===== config.mk =====
export PLATFORM = sky130hd
export DESIGN_NAME = count_window_ctrl_flat
export DESIGN_NICKNAME = d
export VERILOG_FILES = /design/src/rtl/count_window_pkg.sv /design/src/rtl/count_window_if.sv /design/src/rtl/count_window_ctrl_counter.sv /design/src/rtl/count_window_ctrl.sv /design/src/flat_wrapper.sv
export SDC_FILE = /design/constraint.sdc
export NUM_CORES = 1
export LEC_CHECK = 0
export ABC_AREA = 1
export BUFFER_PORTS_ARGS = -buffer_cell sky130_fd_sc_hd__buf_4
export CORE_MARGIN = 1.5
export CORE_UTILIZATION = 40
export DETAILED_ROUTE_END_ITERATION = 10
export PLACE_DENSITY = 0.55
export SYNTH_ARGS = -nofsm -noshare
export SYNTH_HDL_FRONTEND = slang
export SYNTH_SLANG_ARGS = --single-unit

===== constraint.sdc =====
create_clock -name clk -period 2.1 [get_ports clk]
set_clock_uncertainty 0.2 [all_clocks]
set_input_delay 0.21 -clock clk [delete_from_list [all_inputs] [get_ports clk]]
set_output_delay 0.21 -clock clk [all_outputs]
set_load 0.01 [all_outputs]

===== src/rtl/count_window_pkg.sv =====
// count_window_pkg: shared types and defaults
// for the windowed event-count sequencer.
package count_window_pkg;

  localparam int N_BITS_DEF = 8;
  localparam int W_BITS_DEF = 10;

  typedef enum logic [1:0] {
    IDLE,
    ARM,
    COUNT
  } cw_state_t;

  function automatic int unsigned sat_max(
    input int unsigned n
  );
    return (32'd1 << n) - 32'd1;
  endfunction

endpackage


===== src/rtl/count_window_if.sv =====
// count_window_if: sample handoff bundle
// between the sequencer and the readout path.
interface count_window_if
  import count_window_pkg::*;
#(
  parameter int N_BITS = N_BITS_DEF
) ();

  logic [N_BITS-1:0] sample;
  logic              sample_sat;
  logic              sample_valid;
  logic              sample_ready;

  modport master (
    output sample,
    output sample_sat,
    output sample_valid,
    input  sample_ready
  );

  modport slave (
    input  sample,
    input  sample_sat,
    input  sample_valid,
    output sample_ready
  );

endinterface


===== src/rtl/count_window_ctrl_counter.sv =====
// sat_event_counter: saturating event counter
// exposing its next value for same-cycle capture.
module sat_event_counter
  import count_window_pkg::*;
#(
  parameter int N_BITS = N_BITS_DEF
) (
  input  logic              clk,
  input  logic              reset,
  input  logic              clr,
  input  logic              en,
  input  logic              inc,
  output logic [N_BITS-1:0] count_nxt,
  output logic              sat_nxt
);

  localparam logic [N_BITS-1:0] SAT_MAX =
    N_BITS'(sat_max(N_BITS));

  logic [N_BITS-1:0] count_q;
  logic              sat_q;
  logic              at_max;

  assign at_max = (count_q == SAT_MAX);

  // sat marks an event lost at full scale
  assign count_nxt = (inc && !at_max) ?
                     count_q + N_BITS'(1) :
                     count_q;
  assign sat_nxt   = sat_q | (inc & at_max);

  always_ff @(posedge clk or negedge reset) begin
    if (!reset) begin
      count_q <= '0;
      sat_q   <= 1'b0;
    end else if (clr) begin
      count_q <= '0;
      sat_q   <= 1'b0;
    end else if (en) begin
      count_q <= count_nxt;
      sat_q   <= sat_nxt;
    end
  end

endmodule


===== src/rtl/count_window_ctrl.sv =====
// count_window_ctrl: arms, gates and freezes
// event counts over programmable windows.
module count_window_ctrl
  import count_window_pkg::*;
#(
  parameter int N_BITS = N_BITS_DEF,
  parameter int W_BITS = W_BITS_DEF
) (
  input  logic              clk,
  input  logic              reset,
  input  logic              start,
  input  logic              stop,
  input  logic              continuous,
  input  logic [W_BITS-1:0] window_len,
  input  logic              event_in,
  output logic              busy,
  output logic              overrun,
  count_window_if.master    dn
);

  cw_state_t         state_q;
  cw_state_t         state_d;
  logic [W_BITS-1:0] len_q;
  logic [W_BITS-1:0] tmr_q;
  logic              accept;
  logic              abort;
  logic              last;
  logic              load;
  logic [N_BITS-1:0] cnt_nxt;
  logic              sat_nxt;

  assign accept = (state_q == IDLE) & start & ~stop;
  assign abort  = (state_q != IDLE) & stop;
  // len_q of 0 wraps to all-ones: a 2^W_BITS window
  assign last   = (state_q == COUNT) &&
                  (tmr_q == len_q - W_BITS'(1));
  assign load   = last & ~stop;

  always_comb begin
    state_d = state_q;
    unique case (state_q)
      IDLE:    if (accept) state_d = ARM;
      ARM:     state_d = stop ? IDLE : COUNT;
      COUNT: begin
        if (stop || (last && !continuous))
          state_d = IDLE;
      end
      default: state_d = IDLE;
    endcase
  end

  always_ff @(posedge clk or negedge reset) begin
    if (!reset) begin
      state_q <= IDLE;
      busy    <= 1'b0;
      len_q   <= '0;
      tmr_q   <= '0;
    end else begin
      state_q <= state_d;
      busy    <= (state_d != IDLE);
      if (accept)
        len_q <= window_len;
      if (state_q == ARM || last)
        tmr_q <= '0;
      else if (state_q == COUNT)
        tmr_q <= tmr_q + W_BITS'(1);
    end
  end

  sat_event_counter #(
    .N_BITS (N_BITS)
  ) u_cnt (
    .clk       (clk),
    .reset     (reset),
    .clr       ((state_q == ARM) | last),
    .en        (state_q == COUNT),
    .inc       (event_in),
    .count_nxt (cnt_nxt),
    .sat_nxt   (sat_nxt)
  );

  always_ff @(posedge clk or negedge reset) begin
    if (!reset) begin
      dn.sample       <= '0;
      dn.sample_sat   <= 1'b0;
      dn.sample_valid <= 1'b0;
      overrun         <= 1'b0;
    end else begin
      if (load) begin
        dn.sample       <= cnt_nxt;
        dn.sample_sat   <= sat_nxt;
        dn.sample_valid <= 1'b1;
      end else if (dn.sample_ready) begin
        dn.sample_valid <= 1'b0;
      end
      unique case (1'b1)
        accept | abort:
          overrun <= 1'b0;
        load & dn.sample_valid & ~dn.sample_ready:
          overrun <= 1'b1;
        default:
          overrun <= overrun;
      endcase
    end
  end

endmodule


===== src/flat_wrapper.sv =====
// flat-port wrapper written by rule: the top's interface ports become plain ports
module count_window_ctrl_flat import count_window_pkg::*;
#(
  parameter int N_BITS = N_BITS_DEF,
  parameter int W_BITS = W_BITS_DEF
)
  (clk, reset, start, stop, continuous, window_len, event_in, busy, overrun, dn_sample, dn_sample_sat, dn_sample_valid, dn_sample_ready);
  count_window_if #(.N_BITS(N_BITS)) dn_i ();
  input  logic clk;
  input  logic reset;
  input  logic start;
  input  logic stop;
  input  logic continuous;
  input  logic [W_BITS-1:0] window_len;
  input  logic event_in;
  output logic busy;
  output logic overrun;
  output wire logic [$bits(dn_i.sample)-1:0] dn_sample;
  output wire logic [$bits(dn_i.sample_sat)-1:0] dn_sample_sat;
  output wire logic [$bits(dn_i.sample_valid)-1:0] dn_sample_valid;
  input wire logic [$bits(dn_i.sample_ready)-1:0] dn_sample_ready;
  assign dn_sample = dn_i.sample;
  assign dn_sample_sat = dn_i.sample_sat;
  assign dn_sample_valid = dn_i.sample_valid;
  assign dn_i.sample_ready = dn_sample_ready;
  count_window_ctrl #(.N_BITS(N_BITS), .W_BITS(W_BITS)) u_core (.clk(clk), .reset(reset), .start(start), .stop(stop), .continuous(continuous), .window_len(window_len), .event_in(event_in), .busy(busy), .overrun(overrun), .dn(dn_i));
endmodule

==> results of run 1 <==
metrics by stage:
step | cells | power, W | instance area [um2]
6_report | 463 | 0.00246 | 3240
5_1_grt | 463 | 0.00263 | 3240
4_1_cts | 458 | 0.00239 | 3040
3_5_place_dp | 437 | 0.00169 | 2790
3_3_place_gp | 437 | 0.00168 | 2790
2_1_floorplan | 327 | 0.00147 | 2410
what timing repair did:
| item | 4_1_cts | 5_1_grt |
|---|---|---|
| setup endpoints to repair | 16 | 32 |
| gates resized for setup | 2 | 37 |
| pin swaps | 0 | 11 |
| endpoints found under the hold margin | 55 | 0 |
| hold buffers | 12 | 0 |
| cloned | 0 | 3 |
| setup buffers | 1 | 2 |
logic make-up after synthesis:
group / count (synthesis)
AOI/OAI and AO/OA: 35
xor gates and xnor gates: 18
DFF: 43
and+or+nand+nor: 179
adders and majority gates: 3
buffers and inverters: 49
cell usage in the layout (no fill, tap or decap), drive strengths merged:
master,instances
nand2,112
buf,44
dfrtp,43
inv,42
nor2,39
o21ai,27
nand3,17
xor2,12
dlygate4sd3,12
clkbuf,7
xnor2,6
nand4,4
a21oi,4
nor3,4
o22ai,3
ha,3
clkinv,3
nor4,2
nand3b,1
or2,1
o21bai,1
bufinv,1
state kept, by name, indices dropped and copies added, names as in the netlist:
register,count
u_core.dn.sample_sat,1
u_core.len_q,10
u_core.dn.sample,8
u_core.u_cnt.count_q,8
u_core.state_q,2
u_core.u_cnt.sat_q,1
u_core.tmr_q,10
u_core.dn.sample_valid,1
u_core.busy,1
u_core.overrun,1
path summary, 6_finish.rpt:
kind	startpoint	slack, ns	depth (start not counted)	endpoint
worst min register to register	u_core.dn.sample[0]	0.29	2	u_core.dn.sample[0]
worst min-delay path	stop	0.06	2	u_core.dn.sample_valid
worst max-delay path	u_core.len_q[0]	-0.08	14	u_core.u_cnt.count_q[0]
min in group asynchronous	reset	0.23	2	u_core.dn.sample[2]
max in group asynchronous	reset	1.08	2	u_core.tmr_q[8]
worst max register to register	u_core.len_q[0]	-0.08	14	u_core.u_cnt.count_q[0]
power groups by stage:
stage	sequential, W	clock, W	combinational [W]
after CTS	0.00106	0.000680	0.000643
after global placement	0.00108	0	0.000606
after global routing	0.00109	0.000712	0.000828
after detailed placement	0.00108	0	0.000609
after floorplan	0.00106	0	0.000416
final	0.00107	0.000663	0.000733
per-layer routing:
layer | vias to the layer above | GRT usage [%] | part of all wire (%)
li1 | 1144 | - | -
met2 | 35 | 28.1 | 43
met5 | - | 0 | 0
met1 | 990 | 27.1 | 53
met3 | 5 | 3.64 | 3.2
met4 | 0 | 3.62 | 0.88
final cells by class:
cell class                      instances  area (um2)  share of cell area, %
Sequential cell                        43        1080                   33.2
Clock inverter                          3        43.8                   1.35
Timing Repair Buffer                   58         520                   16.1
Multi-Input combinational cell        236        1270                   39.3
Inverter                               43         161                   4.99
Tap cell                               75        93.8                   2.90
Clock buffer                            5        68.8                   2.13
==> summary.md, run 1 <==
| Metric | Value |
|---|---|
| Synth Area in Adders | 1.56% |
| Initial Util | 41.0% |
| Clock power share | 26.9% |
| Worst stage delay on the critical path | 0.40 ns |
| Worst path cell trace | buf_4 > buf_4 > nand2_1 > nand3_2 > nor2_2 > nand2_1 > nor2_1 > nand2_1 > nor2_2 > nand2_4 > buf_12 > nand2_8 > buf_6 > o22ai_2 |
| Row count | 28 |
| Most common cell on crit path | nand2_1 |
| Top post-synthesis cells by area | dfrtp_1 (45%), nand2_1 (17%), inv_1 (5.9%) |
| Final Util | 55.0% |
| Int Power | 0.00162 W |
| Routed length per placed instance | 12.5 um |
| Cell with the most instances after synthesis | nand2_1 |
| Sink Count | 43 |
| Fin. max-slew vios | 0 |
| Main combinational cell family by area after synthesis | simple AND/OR/NAND/NOR gates |
| WS Path Type | reg -> reg |
| Outcome | complete, but fails checks |
| Setup TNS Final | -0.983 ns |
| Synth Flop Type | dfrtp_1 |
| Tmin final | 2.18 ns |
| Synth Area in XOR/XNOR | 6.54% |
| Seq pwr share | 43.4% |
| Slew headroom | 63.0% |
| Sequential share of the synthesized area | 44.6% |
| Multiplexer area fraction after synthesis | 0% |
| Clock latency on the worst-skew pair | 0.30 ns |
| Crit-path leading delay family | simple AND/OR/NAND/NOR gates |
| Net count, final | 407 |
| Post-synth net total | 347 |
| Height of the die | 80.7 um |
| Max_cap viols | 0 |
| Iter 0 DRT Violations | 89 |
| GRT overflow | 0 |
| TritonCTS Buffers | 5 |
| Post-synth top area cell | dfrtp_1 |
| Die area | 6510 um2 |
| Fraction of power spent switching nets | 34.3% |
| H-tree depth | 2 |
| Synth Cell Area | 2410 um2 |
| Pre-CTS setup slack | -0.0761 ns |
| Final ANT Viol Nets | 0 |
| CP Capture Type | register |
| Via density | 4.70 |
| Initial antenna violation count | 0 |
| VDD IR max | 0.000378 V |
| Horiz. Die Dim | 80.7 um |
| Library cells used by synthesis | 29 |
| DRC viols | 0 |
| Synth Warn # | 0 |
| Synthesis-to-layout area growth | 34.2% |
| IO Count | 29 |
| First-pass GRT wire length | 9.16 mm |
| PD cells | 761 nW/um2 |
| WP buf/inv | 4 |
| Iteration count of the initial detailed-routing pass | 4 |
| Avg Cell Area, Syn | 7.38 um2 |
| Logic gate share of total power | 29.8% |
| Min-Delay Path Class | in -> reg |
| EDFF count, synth | 0 |
| Synth Register Bits | 43 |
| Top cell type's share of synthesized area | 44.6% |
| Crit path arrival time | 2.16 ns |
| Fillers | 587 |
| Final WL | 5.81 mm |
| Switching pwr | 0.000846 W |
| Data required, critical path | 2.08 ns |
| Fin crit share | 104% |
| # diodes | 0 |
| Post-synthesis cell count | 327 |
| Area of the core | 5890 um2 |
| CTS tree | built |
| LEAKAGE | 1.66 nW |
| Failing checks | setup timing |
| CTS root buffer | clkbuf_8 |
| Layout cells sized above 1 | 23.2% |
| Post-DP HPWL | 4.01 mm |
| Input/output buffers | 28 |
| Hold Worst Slack | 0.0623 ns |
| Final Hold Viols | 0 |
| Synth Area in Simple Gates | 31.6% |
| Placer Congestion | 0.876 |
| Vias | 2174 |
| Fmax | 458 MHz |
| # setup viols final | 25 |
| Crit start category | register |
| Synth cell count leaders | nand2_1 (110), dfrtp_1 (43), inv_1 (38), nor2_1 (34), o21ai_0 (26) |
| Synth Area in Compound Gates | 7.52% |
| Worst path slowest cell | dfrtp_1 |
| Crit-path max FO | 6 |
| Worst setup margin | -0.0818 ns |
| Post-synth ARST share | 100% |
| Pin count of the biggest net entering global routing | 44 |
| All-Layer GR Usage | 18.5% |
| Number of global-route vias before repair | 1939 |
| Clock transition at path regs | 0.09 ns |
| Setup repair after global routing missed its margin | yes |
| Actual slew at the worst max-slew pin | 0.554 ns |
| CTS Buffer Depth | 2 |
Power figures use the tool's default switching activity.
==> run 2: changes to the inputs <==
- SETUP_SLACK_MARGIN: default -> 0.2
==> summary.md, run 2 (synthesis gave the netlist of run 1 again) <==
| Metric | Value |
|---|---|
| DRC viols | 0 (unchanged) |
| Worst r2r dst | u_core.dn.sample_sat |
| CTS root buffer | clkbuf_8 |
| Setup repair after global routing missed its margin | yes |
| Vias | 2199 (+1.1%) |
| Number of global-route vias before repair | 1968 (+1.5%) |
| Fin. max-slew vios | 0 (unchanged) |
| Row count | 28 (unchanged) |
| WS Path Type | reg -> reg |
| Final WL | 5.75 mm (-1.0%) |
| Net count, final | 402 (-1.2%) |
| Input/output buffers | 28 (unchanged) |
| Total power | 0.00246 W (about the same) |
| Fmax | 480 MHz (+4.8%) |
| Routed length per placed instance | 12.6 um (about the same) |
| CTS tree | built |
| Crit-path max FO | 6 (unchanged) |
| # diodes | 0 (unchanged) |
| Pin count of the biggest net entering global routing | 44 (unchanged) |
| Top Registers | u_core.len_q x10, u_core.tmr_q x10 |
| CTS Buffer Depth | 2 (unchanged) |
| Final Util | 54.0% (-1.0 points) |
| Data required, critical path | 2.14 ns (+0.06 ns) |
| Layout cells sized above 1 | 21.7% (-1.5 points) |
| Min-Delay Path Class | in -> reg |
| Clock transition at path regs | 0.09 ns (about the same) |
| Most frequent cells in the layout | nand2_1 (98), dfrtp_1 (43), buf_4 (38) |
| Reg2reg start | u_core.len_q[0] |
| Max_cap viols | 0 (unchanged) |
| Final ANT Viol Nets | 0 (unchanged) |
| Height of the die | 80.7 um (unchanged) |
| Tmin final | 2.08 ns (-0.0997 ns) |
| Crit start category | register |
| Post-CTS setup buffer count | 0 (-1) |
| Final Hold Viols | 0 (unchanged) |
| # setup viols final | 0 (-100%) |
| Area of the core | 5890 um2 (unchanged) |
| All-Layer GR Usage | 19.0% (+0.53 points) |
| Crit path arrival time | 2.13 ns (-0.03 ns) |
| Fin crit share | 99.1% (-4.7 points) |
| Die area | 6510 um2 (unchanged) |
| Placer Congestion | 0.862 (-1.7%) |
| LEAKAGE | 1.63 nW (-1.9%) |
| WHS Endpoint | u_core.dn.sample_valid |
| Horiz. Die Dim | 80.7 um (unchanged) |
| Actual slew at the worst max-slew pin | 0.554 ns (-0.000670 ns) |
| TritonCTS Buffers | 5 (unchanged) |
| Post-DP HPWL | 4.10 mm (+2.3%) |
| Slew headroom | 63.1% (about the same) |
| VDD IR max | 0.000434 V (+15%) |
| IO Count | 29 (unchanged) |
| Setup TNS Final | 0 ns (+0.983 ns) |
| Commonest non-fill, non-tap cell in the layout | nand2_1 |
| Outcome | finished clean |
| Initial Util | 41.0% (unchanged) |
| GRT overflow | 0 (unchanged) |
| Worst R2R Setup Slack | 0.02 ns (+0.10 ns) |
| R2R cell count | 14 (unchanged) |
| Initial antenna violation count | 0 (unchanged) |
| PD cells | 776 nW/um2 (+1.9%) |
| Pre-CTS setup slack | -0.0347 ns (+0.0414 ns) |
| Hold_sp | stop |
| Sink Count | 43 (unchanged) |
| CP Capture Type | register |
| Via density | 4.80 (+2.3%) |
| First-pass GRT wire length | 9.38 mm (+2.3%) |
| Synthesis-to-layout area growth | 31.6% |
| Clock latency on the worst-skew pair | 0.30 ns (about the same) |
| Iteration count of the initial detailed-routing pass | 4 (unchanged) |
| Iter 0 DRT Violations | 120 (+35%) |
| H-tree depth | 2 (unchanged) |
| Worst setup margin | 0.0179 ns (+0.0997 ns) |
| Worst Hold Path Cells | 2 (unchanged) |
==> run 2: cell count changes in the layout (fill, tap and decap cells not counted), sizes merged <==
cell	previous run	this run
buf	44	39
clkinv	3	1
clkbuf	7	8
inv	42	43
==> run 2: repair_timing <==
action,4_1_cts,5_1_grt
pin swaps,0,12
hold buffers,12,0
endpoints found under the hold margin,55,0
gates cloned,0,3
resized for setup,3,29
setup endpoints to repair,32,32
==> run 2: how the worst max path moves through the flow <==
| stage | from | endpoint | depth (start not counted) |
|---|---|---|---|
| 2_1_floorplan | u_core.len_q[1] | u_core.busy | 15 |
| 3_3_place_gp | u_core.len_q[1] | u_core.busy | 14 |
| 3_5_place_dp | u_core.len_q[1] | u_core.busy | 14 |
| 4_1_cts | u_core.len_q[1] | u_core.tmr_q[4] | 13 |
| 5_1_grt | u_core.len_q[1] | u_core.dn.sample[1] | 13 |
| 6_report | u_core.len_q[0] | u_core.dn.sample_sat | 14 |
==> run 2: per-stage QoR <==
step | hold WS (ns) | cell area [um2] | instances
6_report | 0.0840 | 3180 | 458
3_5_place_dp | 0.0441 | 2790 | 435
5_1_grt | 0.0859 | 3180 | 458
3_3_place_gp | 0.0439 | 2790 | 435
2_1_floorplan | -0.286 | 2420 | 327
4_1_cts | 0.0411 | 3040 | 455
==> run 2: power by group <==
part | internal [W] | switching, W | leakage (nW)
logic | 0.000293 | 0.000404 | 0.993
registers | 0.000940 | 0.000131 | 0.571
clock network | 0.000392 | 0.000305 | 0.0618
==> run 2: layout make-up <==
| type | count | area (um2) |
|---|---|---|
| Clock inverter | 2 | 38.8 |
| Tap cell | 75 | 93.8 |
| Sequential cell | 43 | 1080 |
| Timing Repair Buffer | 53 | 475 |
| Multi-Input combinational cell | 236 | 1250 |
| Clock buffer | 6 | 82.6 |
| Fill cell | 586 | 2710 |
| Inverter | 43 | 161 |
==> run 2: worst max-delay path, stage by stage, from the launching register on <==
cell,delay [ns]
dfrtp_1,0.38
inv_2,0.06
ha_4,0.26
or2_4,0.10
nand2_2,0.04
nor2_2,0.07
nand2_1,0.06
nor2_2,0.12
nand2_2,0.08
nor2_4,0.13
nand2_4,0.09
buf_12,0.16
nor2_8,0.15
nand2_2,0.06
nand2_1,0.06
==> run 2: layer usage <==
metal  GRT usage [%]  vias up  part of all wire, %
li1                -     1131                    -
met1            29.3     1022                   54
met2            26.2       40                   41
met3            4.32        6                  3.9
met4            5.00        0                 0.97
met5               0        -                    0
